### src/rtl/mem_req_initiator.sv
`default_nettype none
// +----------------------------------------------------------------------------+
// | mem_req_initiator : LSU-side initiator of the mem_pkt_t valid/ready link.   |
// |   One load/store in flight, misalignment trap, read timeout with drain.     |
// | Rev 1.0                                                                     |
// +----------------------------------------------------------------------------+

package mem_pkt_pkg;
   typedef enum logic {MEM_READ = 1'b0, MEM_WRITE = 1'b1} mem_mtype_e;

   typedef struct packed {
      mem_mtype_e  mtype;
      logic [31:0] addr;
      logic [1:0]  len;
      logic [31:0] data;
   } mem_pkt_t;
endpackage

module mem_req_initiator
   import mem_pkt_pkg::*;
#(
   parameter int TIMEOUT_CYCLES = 64,
   parameter int CNT_W          = 8
) (
   input  logic        clk,
   input  logic        rst_n,
   input  logic        i_req_vld,
   output logic        o_req_rdy,
   input  logic        i_req_we,
   input  logic [31:0] i_req_addr,
   input  logic [2:0]  i_req_funct3,
   input  logic [31:0] i_req_wdata,
   output logic        o_rsp_vld,
   input  logic        i_rsp_rdy,
   output logic [31:0] o_rsp_rdata,
   output logic        o_rsp_misaligned,
   output logic        o_rsp_err,
   output logic        o_pkt_out_vld,
   input  logic        i_pkt_out_rdy,
   output mem_pkt_t    o_pkt_out,
   input  logic        i_pkt_in_vld,
   output logic        o_pkt_in_rdy,
   input  mem_pkt_t    i_pkt_in
);

   typedef enum logic [1:0] {
      S_IDLE = 2'd0,
      S_SEND = 2'd1,
      S_WAIT = 2'd2,
      S_RESP = 2'd3
   } state_t;

   state_t           r_state;
   logic [CNT_W-1:0] r_cnt;
   logic             r_drain;
   logic [2:0]       r_funct3;
   mem_pkt_t         r_pkt;
   logic             r_pkt_vld;
   logic             r_rsp_vld;
   logic [31:0]      r_rdata;
   logic             r_mis;
   logic             r_err;

   logic             w_misaligned;
   logic [CNT_W-1:0] w_cnt_nxt;
   logic             w_timeout;
   logic [31:0]      w_ext;
   logic             w_unused;

   // size 3 is not a legal RV access; it is trapped like a word
   assign w_misaligned = ((i_req_funct3[1:0] == 2'd1) && i_req_addr[0]) ||
                         (i_req_funct3[1] && (i_req_addr[1:0] != 2'd0));

   assign w_cnt_nxt = r_cnt + 1'b1;
   assign w_timeout = (TIMEOUT_CYCLES != 0) && (w_cnt_nxt == CNT_W'(TIMEOUT_CYCLES));

   always_comb begin
      w_ext = i_pkt_in.data;
      case (r_funct3[1:0])
         2'd0:    w_ext = {{24{i_pkt_in.data[7] & ~r_funct3[2]}}, i_pkt_in.data[7:0]};
         2'd1:    w_ext = {{16{i_pkt_in.data[15] & ~r_funct3[2]}}, i_pkt_in.data[15:0]};
         default: w_ext = i_pkt_in.data;
      endcase
   end

   assign w_unused = ^{i_pkt_in.mtype, i_pkt_in.addr, i_pkt_in.len};

   always_ff @(posedge clk or negedge rst_n) begin
      if (!rst_n) begin
         r_state   <= S_IDLE;
         r_cnt     <= '0;
         r_drain   <= 1'b0;
         r_funct3  <= 3'd0;
         r_pkt     <= '0;
         r_pkt_vld <= 1'b0;
         r_rsp_vld <= 1'b0;
         r_rdata   <= 32'd0;
         r_mis     <= 1'b0;
         r_err     <= 1'b0;
      end else begin
         // a stale read response after a timeout is swallowed wherever it lands
         if (r_drain && i_pkt_in_vld)
            r_drain <= 1'b0;

         case (r_state)
            S_IDLE: begin
               if (i_req_vld && !r_drain) begin
                  r_funct3    <= i_req_funct3;
                  r_pkt.mtype <= i_req_we ? MEM_WRITE : MEM_READ;
                  r_pkt.addr  <= i_req_addr;
                  r_pkt.len   <= i_req_funct3[1:0];
                  r_pkt.data  <= i_req_we ? i_req_wdata : 32'd0;
                  if (w_misaligned) begin
                     r_mis     <= 1'b1;
                     r_rdata   <= 32'd0;
                     r_rsp_vld <= 1'b1;
                     r_state   <= S_RESP;
                  end else begin
                     r_pkt_vld <= 1'b1;
                     r_state   <= S_SEND;
                  end
               end
            end
            S_SEND: begin
               if (i_pkt_out_rdy) begin
                  r_pkt_vld <= 1'b0;
                  if (r_pkt.mtype == MEM_WRITE) begin
                     r_rdata   <= 32'd0;
                     r_rsp_vld <= 1'b1;
                     r_state   <= S_RESP;
                  end else begin
                     r_cnt   <= '0;
                     r_state <= S_WAIT;
                  end
               end
            end
            S_WAIT: begin
               if (i_pkt_in_vld) begin
                  r_rdata   <= w_ext;
                  r_rsp_vld <= 1'b1;
                  r_state   <= S_RESP;
               end else if (w_timeout) begin
                  r_err     <= 1'b1;
                  r_rdata   <= 32'd0;
                  r_rsp_vld <= 1'b1;
                  r_drain   <= 1'b1;
                  r_state   <= S_RESP;
               end else begin
                  r_cnt <= w_cnt_nxt;
               end
            end
            S_RESP: begin
               if (i_rsp_rdy) begin
                  r_rsp_vld <= 1'b0;
                  r_mis     <= 1'b0;
                  r_err     <= 1'b0;
                  r_rdata   <= 32'd0;
                  r_state   <= S_IDLE;
               end
            end
            default: r_state <= S_IDLE;
         endcase
      end
   end

   assign o_req_rdy        = (r_state == S_IDLE) && !r_drain;
   assign o_pkt_in_rdy     = (r_state == S_WAIT) || r_drain;
   assign o_pkt_out_vld    = r_pkt_vld;
   assign o_pkt_out        = r_pkt;
   assign o_rsp_vld        = r_rsp_vld;
   assign o_rsp_rdata      = r_rdata;
   assign o_rsp_misaligned = r_mis;
   assign o_rsp_err        = r_err;

endmodule

`default_nettype wire

### config.mk
export PLATFORM = sky130hd
export DESIGN_NAME = mem_req_initiator
export DESIGN_NICKNAME = d
export VERILOG_FILES = /design/src/rtl/mem_req_initiator.sv
export SDC_FILE = /design/constraint.sdc
export NUM_CORES = 1
export LEC_CHECK = 0
export ABC_AREA = 1
export BUFFER_PORTS_ARGS = -buffer_cell sky130_fd_sc_hd__clkbuf_2
export CAP_MARGIN = 25
export CORE_AREA = 5 5 121 123
export CTS_BUF_LIST = sky130_fd_sc_hd__clkbuf_16
export DETAILED_ROUTE_END_ITERATION = 10
export DIE_AREA = 0 0 126 128
export PLACE_DENSITY = 0.67
export SLEW_MARGIN = 20
export SYNTH_ARGS = -nofsm -noshare
export SYNTH_HDL_FRONTEND = slang
export SYNTH_SLANG_ARGS = --single-unit
export TNS_END_PERCENT = 10
### constraint.sdc
create_clock -name clk -period 5.8 [get_ports clk]
set_clock_uncertainty 0.05 [all_clocks]
set_input_delay 1.16 -clock clk [delete_from_list [all_inputs] [get_ports clk]]
set_output_delay 1.16 -clock clk [all_outputs]
set_load 0.005 [all_outputs]
[Word level (Yosys, flattened, before mapping)]
Index checks and enable logic that the tools add are counted.
Word-level totals
  input bits: 141
  flip-flop bits (word level): 117
Operators by class
  bitwise operators: 3
  $add $sub $neg: 1
  reductions and logical operators: 22
  eq/ne operators: 17
  mux-type cells: 43
Operators with widths (number)
  $mux W32: 8
  $pmux W32 S4: 1
  $pmux W32 S2: 1
  $mux W8: 4
  $ne A2 B2 Y1 const B: 10
  $mux W1: 17
  $pmux W8 S2: 1
  $reduce_and A4 Y1: 4
  $mux W2: 6
  $reduce_bool A2 Y1: 5
  $add A8 B1 Y8 const B: 1
  $eq A8 B7 Y1 const B: 1
  $pmux W2 S4: 1
  $eq A2 B1 Y1 const B: 3
  $pmux W1 S2: 3
  $reduce_and A6 Y1: 1
  $logic_and A1 B1 Y1: 5
  $reduce_and A5 Y1: 1
  $eq A2 B2 Y1 const B: 2
  $logic_not A2 Y1: 2
  $pmux W1 S4: 1
  $ne A3 B3 Y1 const B: 1
  $and A1 B1 Y1: 2
  $logic_or A1 B1 Y1: 2
  3 further kinds: 3

[Longest topological paths before layout]
Gate-level depths: netlist of run 1.
  depth after elaboration: 6
  gate-level depth with buffers: 12

[Least setup slack after synthesis of run 1]
No wires, ideal clock.
  kind: in2reg
  from: in i_req_vld
  to: reg r_rdata[10], in the netlist o_rsp_rdata[10]
  stages on the path: 7
  library setup time: 66 ps
  path buffers: 1
  path slack: 3477 ps
  required time: 5684 ps
  arrival: 2207 ps
  path through: inv_1 > nor2_1 > nor2_1 > nor3_2 > clkbuf_1 > nand4_1 > nand2_1
On the way
  longest elaborated chain between the ends: 3
Ends and longest elaborated chain
  start: declaration: RTL line 27  | input logic i_req_vld,
  $logic_and A1 B1 Y1: RTL line 107  | if (i_req_vld && !r_drain) begin
  $ne A2 B2 Y1 (no source line)
  $reduce_and A6 Y1 (no source line)
  end signal: assignment: RTL line 139  | r_rdata <= w_ext;
  end: declaration: RTL line 60  | logic [31:0] r_rdata;
No other way between the ends.
A chain may end at the register's enable or synchronous reset.

[Final worst setup path of run 1]
  from: reg r_state[0]
  to: out o_pkt_in_rdy
On the way
  longest elaborated chain between the ends: 2
Ends and longest elaborated chain
  start: declaration: RTL line 53  | state_t r_state;
  start signal: assignment: RTL line 90  | r_state <= S_IDLE;
  start signal: assignment: RTL line 117  | r_state <= S_RESP;
  start signal: assignment: RTL line 120  | r_state <= S_SEND;
  $eq A2 B2 Y1: RTL line 167  | assign o_pkt_in_rdy = (r_state == S_WAIT) || r_drain;
  $logic_or A1 B1 Y1: RTL line 167
  end: declaration: RTL line 42  | output logic o_pkt_in_rdy,
No other way between the ends.

==> metrics.txt, run 1 <==
status completed; Reg2Reg Launch Point r_state[0]; first-pass GRT wire length 23500 um; final std cells w/o fill 1038; core area 13600 um2; remaining antenna violation count 0; layout cell share with drive strength beyond 1 29.8%; Worst Hold Class reg -> reg; Rel. slew slack 39.2%; cell taking the most area after synthesis dfrtp_1; max_cap viols 0; flip-flop and latch area 2880 um2; Gate Count Post-Synth 648; Ports 246; CP Max Fanout 10; vias in the first global route 4642; Root Buffer clkbuf_16; pwr dens 516 nW/um2; Netlist Area Pre-Place 5250 um2; Die Y 128 um; commonest non-fill, non-tap cell in the layout nand2_1; setup slack, reg-to-reg 3.11 ns; gr ovfl total 0; TritonCTS Sinks 115; CP most frequent cell inv_1; CP Class reg -> out; ys flop type dfrtp_1; CTS H-Tree Depth 4; pin count of the biggest net entering global routing 101; clock buffer count from CTS 17; Layout Nets 992; f_max 335 MHz; total track usage 18.1%; RR Endpoint o_rsp_rdata[30]; crit path DAT 1.77 ns; Initial Util 38.8%; # fillers 1367; largest cells by area after synthesis dfrtp_1 (55%), nand2_1 (20%), o21ai_0 (4.5%); count of state elements after synthesis 115; die area 16100 um2; clk slew on worst S/H paths 0.05 ns; endpoints failing hold 0; Yosys Warn Count 0; synth unique cells 30; Worst Setup End Kind primary output; routed wire length 14500 um; Via density 4.62; crit path time final 2.98 ns; final setup TNS 0 ns; RSZ-0062 raised after global routing no; Skew-Pair Late Insertion Delay 0.40 ns; Least-Margin Pin Slew 0.912 ns; placed cell count 1006; Yosys top cell area share 54.8%; starting DRC count in detailed routing 237; Post-synth ARST share 100%; post-CTS sizing 0; final worst path period share 51.4%; WP data required 4.59 ns; Mapped Nets 795; critical path's slowest cell dfrtp_1; CP peak stage delay 0.42 ns; Avg WL per Cell 13.9 um; initial antenna violation count 0; via count 4791; First-pass DRT Iterations 4; sequential power share 36.4%; hold buffer count at CTS 0; most frequent cells in the layout nand2_1 (283), clkbuf_2 (209), dfrtp_1 (115); CTS tree built; syn avg cell area 8.11 um2; switching share of power 37.6%; Port Buffers 210; GPL Wtd Cong 0.789; diode count 0; number of flops mapped to enable cells by yosys 0; Area Growth Syn to Fin 33.3%; sequential fraction of the synthesis area 54.8%; row count 43; Startpoint Class flip-flop; fin. max-slew vios 0; NetSw 1.36 mW; DRC 0; final setup fails 0; beginning of the critical path r_state[0]; DIE WIDTH 126 um; CP Cell Sequence inv_1 > ha_1 > inv_1 > nand2_1 > clkbuf_2; multi-input logic area 2030 um2; R2R cell count 8; Internal 2.26 mW; leakage 3.97 nW; clk buf depth 2; VDD IR max 0.260 mV; Gate power share 34.9%; Worst Setup EP o_pkt_in_rdy; Post-DP HPWL 10200 um; Post-CTS Setup Bufs 0; clock share of power 28.7%
synth_stat cells (3+ instances only):
master	n
ha_1	6
nand2_1	284
buf_6	3
a21oi_1	26
clkbuf_1	20
dfrtp_1	115
nor2_1	24
nand4_1	34
inv_1	44
o21ai_1	7
o21ai_0	47
nand3_1	6
buf_1	4
buf_2	5
buf_4	5
power by group through the flow:
stage | registers [mW] | clock network (mW) | logic (mW)
after CTS | 1.32 | 1.06 | 1.29
after detailed placement | 1.32 | 0 | 1.29
after global routing | 1.36 | 1.10 | 1.44
after floorplan | 1.31 | 0 | 0.754
final | 1.32 | 1.04 | 1.26
after global placement | 1.32 | 0 | 1.27
critical path: cells and delay by family, from the launching register on:
| family | cells | cell delay [ns] |
|---|---|---|
| buf+inv | 3 | 0.43 |
| flops | 1 | 0.42 |
| fa+ha+maj | 1 | 0.42 |
| simple gates | 1 | 0.09 |
state kept, by name, summed over array words and instances (netlist names):
| signal | cells |
|---|---|
| o_pkt_out | 65 |
| o_rsp_rdata | 32 |
| r_cnt | 8 |
| r_funct3 | 3 |
| r_state | 2 |
| o_pkt_out_vld | 1 |
| o_rsp_err | 1 |
| o_rsp_misaligned | 1 |
| o_rsp_vld | 1 |
| r_drain | 1 |
metrics by stage:
| stage | instance area (um2) | utilization [%] | power (mW) | hold WS [ns] | setup WS (ns) |
|---|---|---|---|---|---|
| after global placement | 6380 | 47.1 | 2.59 | 0.403 | 2.62 |
| after CTS | 7000 | 51.7 | 3.67 | 0.423 | 2.80 |
| after detailed placement | 6410 | 47.3 | 2.61 | 0.409 | 2.62 |
| after floorplan | 5250 | - | 2.07 | 0.414 | 3.48 |
| after global routing | 7000 | 51.7 | 3.90 | 0.439 | 2.69 |
| final | 7000 | 51.7 | 3.62 | 0.419 | 2.82 |
cells by family (layout without fill, tap and decap cells):
| group | count (synthesis) | count (layout) | share of synthesized area, % |
|---|---|---|---|
| buffers and inverters | 83 | 293 | 6.83 |
| and+or+nand+nor | 358 | 358 | 28.4 |
| xor gates and xnor gates | 1 | 1 | 0.167 |
| DFF | 115 | 115 | 54.8 |
| AOI/OAI and AO/OA | 85 | 85 | 8.38 |
| adders and majority gates | 6 | 6 | 1.43 |
layout make-up:
class                      count  share of cell area [%]
multi-input combinational    450                    28.9
inverter                      46                    2.47
clock inverter                15                    2.38
timing repair buffer         215                    15.9
sequential                   115                    41.1
tap                          180                    3.22
clock buffer                  17                    6.07
worst min-delay path by stage:
stage,endpoint,cells after the start,from
after CTS,o_rsp_rdata[13],2,o_rsp_rdata[13]
after global placement,o_rsp_rdata[9],2,o_rsp_rdata[9]
after global routing,o_rsp_rdata[19],2,o_rsp_rdata[19]
final,o_rsp_rdata[4],2,o_rsp_rdata[4]
after floorplan,o_rsp_err,2,o_rsp_err
after detailed placement,o_rsp_rdata[13],2,o_rsp_rdata[13]
layer usage:
layer	wire (um)	GRT usage [%]
met1	6550	24.0
met2	6310	27.4
met3	1440	7.12
met4	172	6.12
met5	0	0
Note: power is estimated with default switching activity, not from simulation.
==> inputs of run 2 (changes only) <==
==> constraint.sdc (replaced) <==
create_clock -name clk -period 3.03 [get_ports clk]
set_clock_uncertainty 0.05 [all_clocks]
set_input_delay 0.606 -clock clk [delete_from_list [all_inputs] [get_ports clk]]
set_output_delay 0.606 -clock clk [all_outputs]
set_load 0.005 [all_outputs]
==> run 2 against run 1 <==
  * Setup slack worse by 2.2 ns
  * Combinational power grew 98%
  * Via count increased by 0.90%
  * Hold slack got worse by 0.27 ns
  * Core utilization grew 0.28 points
  * First-iteration DRC count up 56%
  * Register-to-register slack got worse by 2.4 ns
  * Die area stayed put
  * Wire length increased by 2.0%
  * Flip-flop and latch count unchanged
==> metrics.txt, run 2 (synthesized netlist as in run 1, its figures left out) <==
most frequent cells in the layout nand2_1 (283), clkbuf_2 (209), dfrtp_1 (115); CP Class reg -> out; post-CTS sizing 0; max_cap viols 0; First-pass DRT Iterations 4; pin count of the biggest net entering global routing 100; Post-CTS Setup Bufs 0; DRC 0; crit path DAT 1.80 ns; RSZ-0062 raised after global routing no; fin worst setup slack 0.577 ns; Layout Nets 996; layout cell share with drive strength beyond 1 30.5%; via count 4834; critical path's slowest cell dfrtp_1; Worst Hold Class in -> async; WP data required 2.37 ns; core area 13600 um2; CTS H-Tree Depth 4; Area Growth Syn to Fin 34.0%; CP Max Fanout 10; CP most frequent cell inv_1; Worst Setup End Kind primary output; gr ovfl total 0; diode count 0; DIE WIDTH 126 um; total track usage 18.3%; clk buf depth 2; # fillers 1351; Port Buffers 210; pwr dens 997 nW/um2; Initial Util 38.8%; status completed; final core utilization 51.9%; CP peak stage delay 0.41 ns; vias in the first global route 4763; final setup TNS 0 ns; clock buffer count from CTS 17; initial antenna violation count 0; Startpoint Class flip-flop; WP buf/inv 3; CTS tree built; fin. max-slew vios 0; crit path time final 2.45 ns; routed wire length 14800 um; starting DRC count in detailed routing 370; hold buffer count at CTS 0; die area 16100 um2; remaining antenna violation count 0; Least-Margin Pin Slew 0.896 ns; Rel. slew slack 40.3%; f_max 408 MHz; WHS 0.153 ns; clk slew on worst S/H paths 0.06 ns; Via density 4.64; Die Y 128 um; endpoints failing hold 0; Avg WL per Cell 14.2 um; final setup fails 0; GPL Wtd Cong 0.818; TritonCTS Sinks 115; row count 43; leakage 3.99 nW; Power Total 7.02 mW; Ports 246; final worst path period share 81.0%; first-pass GRT wire length 23800 um; CP Cell Sequence inv_1 > ha_1 > inv_1 > nand2_1 > clkbuf_2; Root Buffer clkbuf_16; Largest register FFs 65; Skew-Pair Late Insertion Delay 0.41 ns; VDD IR max 0.418 mV; worst setup slack after placement 0.678 ns; setup slack, reg-to-reg 0.66 ns; Post-DP HPWL 10300 um; delay-heaviest family, CP buffers and inverters; commonest non-fill, non-tap cell in the layout nand2_1
run 2: cell types whose count changed in the layout (fill, tap and decap cells not counted):
| cell | before | now |
|---|---|---|
| clkinv_1 | 4 | 1 |
| buf_12 | 0 | 1 |
| inv_6 | 0 | 3 |
| buf_4 | 5 | 9 |
| buf_16 | 1 | 0 |
run 2: worst paths after layout:
| kind | from | cells past startpoint | to |
|---|---|---|---|
| setup / recovery | r_state[0] | 5 | o_pkt_in_rdy |
| hold / removal | rst_n | 1 | o_rsp_rdata[1] |
| setup reg to reg | r_state[0] | 9 | o_rsp_rdata[23] |
| hold reg to reg | o_rsp_rdata[26] | 2 | o_rsp_rdata[26] |
| max in group asynchronous | rst_n | 2 | r_cnt[0] |
| min in group clk | i_req_addr[18] | 3 | o_pkt_out[52] |
run 2: cell type report:
class,instances,area (um2),area share (%)
inverters,46,173,2.45
repair buffers,219,1130,16.1
well taps,180,225,3.20
flip-flops and latches,115,2880,40.9
multi-input cells,450,2030,28.8
clock buffers,17,425,6.04
clock inverters,15,181,2.58
run 2: where the power goes:
group | leakage, nW | switching, mW | internal [mW] | total (mW)
clock network | 0.284 | 0.750 | 1.30 | 2.05
logic | 2.20 | 1.56 | 0.929 | 2.49
registers | 1.50 | 0.351 | 2.13 | 2.49
run 2: through the flow:
step | cells | cell area [um2]
after floorplan | 648 | 5250
after global placement | 1010 | 6430
after detailed placement | 1010 | 6430
after CTS | 1042 | 7040
after global routing | 1042 | 7040
final | 1042 | 7040
run 2: per-layer routing:
| layer | vias to the layer above | GRT usage, % | wire length, um |
|---|---|---|---|
| met5 | - | 0 | 0 |
| met4 | 0 | 6.06 | 164 |
| met3 | 12 | 6.96 | 1370 |
| met2 | 199 | 27.4 | 6360 |
| met1 | 2155 | 24.7 | 6860 |
| li1 | 2468 | - | - |
==> inputs of run 3 (changes only) <==
--- a/config.mk
+++ b/config.mk
@@ -12,7 +12,7 @@
 export CTS_BUF_LIST = sky130_fd_sc_hd__clkbuf_16
 export DETAILED_ROUTE_END_ITERATION = 10
 export DIE_AREA = 0 0 126 128
-export PLACE_DENSITY = 0.67
+export PLACE_DENSITY = 0.7
 export SLEW_MARGIN = 20
 export SYNTH_ARGS = -nofsm -noshare
 export SYNTH_HDL_FRONTEND = slang
==> constraint.sdc (replaced) <==
create_clock -name clk -period 2 [get_ports clk]
set_clock_uncertainty 0.05 [all_clocks]
set_input_delay 0.4 -clock clk [delete_from_list [all_inputs] [get_ports clk]]
set_output_delay 0.4 -clock clk [all_outputs]
set_load 0.005 [all_outputs]
==> run 3 against run 2 <==
  * Global-route usage is 0.55 points lower
  * Via count is 3.6% higher
  * Flip-flop and latch count stayed put
  * Cell area is 2.6% higher
  * Largest cell class unchanged
  * Sequential share of layout area is 1.0 points lower
  * Die area stayed put
  * Clock-buffer cell count stayed put
  * Critical path depth is 1 higher
  * First-iteration DRC count is 42% lower
==> metrics.txt, run 3 (synthesized netlist as in run 1, its figures left out) <==
hold path startpoint i_req_addr[6]; hold path endpoint o_pkt_out[40]; # fillers 1301; Layout Nets 1012; Initial Util 38.8%; initial antenna violation count 0; critical path's slowest cell dfrtp_1; final worst path period share 95.4%; CP Class reg -> out; DRC 0; most frequent cells in the layout nand2_1 (283), clkbuf_2 (209), dfrtp_1 (114); final non-filler cell area 7230 um2; gr ovfl total 0; clk buf depth 2; CP peak stage delay 0.39 ns; DIE WIDTH 126 um; Via density 4.73; leakage 4.08 nW; CP Cell Sequence inv_2 > ha_4 > buf_6 > inv_2 > nand2_1 > clkbuf_2; Skew-Pair Late Insertion Delay 0.41 ns; fin. max-slew vios 0; WP buf/inv 4; fin worst setup slack 0.0925 ns; final core utilization 53.3%; Ports 246; layout cell share with drive strength beyond 1 32.9%; pwr dens 1490 nW/um2; final setup fails 0; Root Buffer clkbuf_16; status completed; total track usage 17.8%; pin count of the biggest net entering global routing 86; diode count 0; core area 13600 um2; dpl cell area 6560 um2; Worst Setup End Kind primary output; RR Endpoint o_rsp_rdata[2]; worst setup slack after placement 0.0473 ns; remaining antenna violation count 0; Area Growth Syn to Fin 37.6%; CTS H-Tree Depth 4; First-pass DRT Iterations 5; endpoints failing hold 0; hold depth 3; starting DRC count in detailed routing 215; f_max 524 MHz; clk slew on worst S/H paths 0.06 ns; die area 16100 um2; TritonCTS Sinks 115; first-pass GRT wire length 23300 um; Least-Margin Pin Slew 0.648 ns; setup slack, reg-to-reg 0.14 ns; WP data required 1.55 ns; via count 5006; Reg2Reg Launch Point r_state[0]; CP most frequent cell inv_2; Avg WL per Cell 13.4 um; CTS tree built; Power Total 10.8 mW; Port Buffers 210; Worst Hold Class in -> reg; delay-heaviest family, CP buffers and inverters; final setup TNS 0 ns; commonest non-fill, non-tap cell in the layout nand2_1; VDD IR max 0.586 mV; max_cap viols 0; Rel. slew slack 56.8%; CP Max Fanout 8; vias in the first global route 4860; row count 43; crit path time final 1.91 ns; clock buffer count from CTS 17; R2R cell count 9; Die Y 128 um; crit path DAT 1.46 ns; routed wire length 14200 um; GPL Wtd Cong 0.798; Largest register FFs 65; Post-DP HPWL 10200 um; Startpoint Class flip-flop
[run 3: changes by cell type in the layout (fill, tap and decap cells not counted), sizes merged]
cell	change
clkinv	+3
bufinv	-1
clkinvlp	-2
dlygate4sd3	+1
buf	+15
[run 3: power breakdown]
part | internal, mW | total, mW | switching [mW]
Sequential | 3.24 | 3.78 | 0.546
Clock | 1.84 | 2.97 | 1.13
Combinational | 1.64 | 4.03 | 2.39
[run 3: through the flow]
step | cells | hold WS, ns
after global placement | 1021 | 0.348
after floorplan | 648 | 0.0544
final | 1058 | 0.130
after detailed placement | 1021 | 0.347
after global routing | 1058 | 0.110
after CTS | 1055 | 0.114
[run 3: worst max-delay path by stage]
stage,startpoint,endpoint,slack [ns],cells past startpoint
2_1_floorplan,r_state[0],o_rsp_rdata[10],0.12,9
3_3_place_gp,r_cnt[0],o_rsp_rdata[27],0.09,9
3_5_place_dp,r_cnt[0],o_rsp_rdata[0],0.05,10
4_1_cts,r_state[0],o_pkt_in_rdy,0.002,6
5_1_grt,r_state[0],o_rsp_vld,-0.002,8
6_report,r_state[0],o_pkt_in_rdy,0.09,6
[run 3: layout make-up]
class	instances	area, um2	share of cell area (%)
Inverter	46	173	2.39
Clock buffer	17	425	5.89
Tap cell	180	225	3.12
Sequential cell	115	2880	39.8
Clock inverter	15	159	2.20
Timing Repair Buffer	235	1300	18.0
Multi-Input combinational cell	450	2070	28.6
[run 3: worst register-to-register path, stage by stage, from the launching register on]
cell and delay (ns):
dfrtp_1 0.39, buf_4 0.15, ha_1 0.22, inv_1 0.12, nor2_1 0.11, nor3_4 0.27
nand3_4 0.11, buf_12 0.19, nand2_1 0.09, nand2_1 0.06
[run 3: what timing repair did]
action,4_1_cts,5_1_grt
resized for setup,5,9
setup buffers,1,3
hold buffers,1,0
endpoints found under the setup margin,2,42
pin swaps,0,2
hold endpoints to repair,32,0
[run 3: layer usage]
layer  up-vias  track usage (%)  routed length [um]
met1      2301             23.1                6290
met2       196             27.3                6450
met4         0             5.62                 197
li1       2494                -                   -
met5         -                0                   0
met3        15             7.29                1260
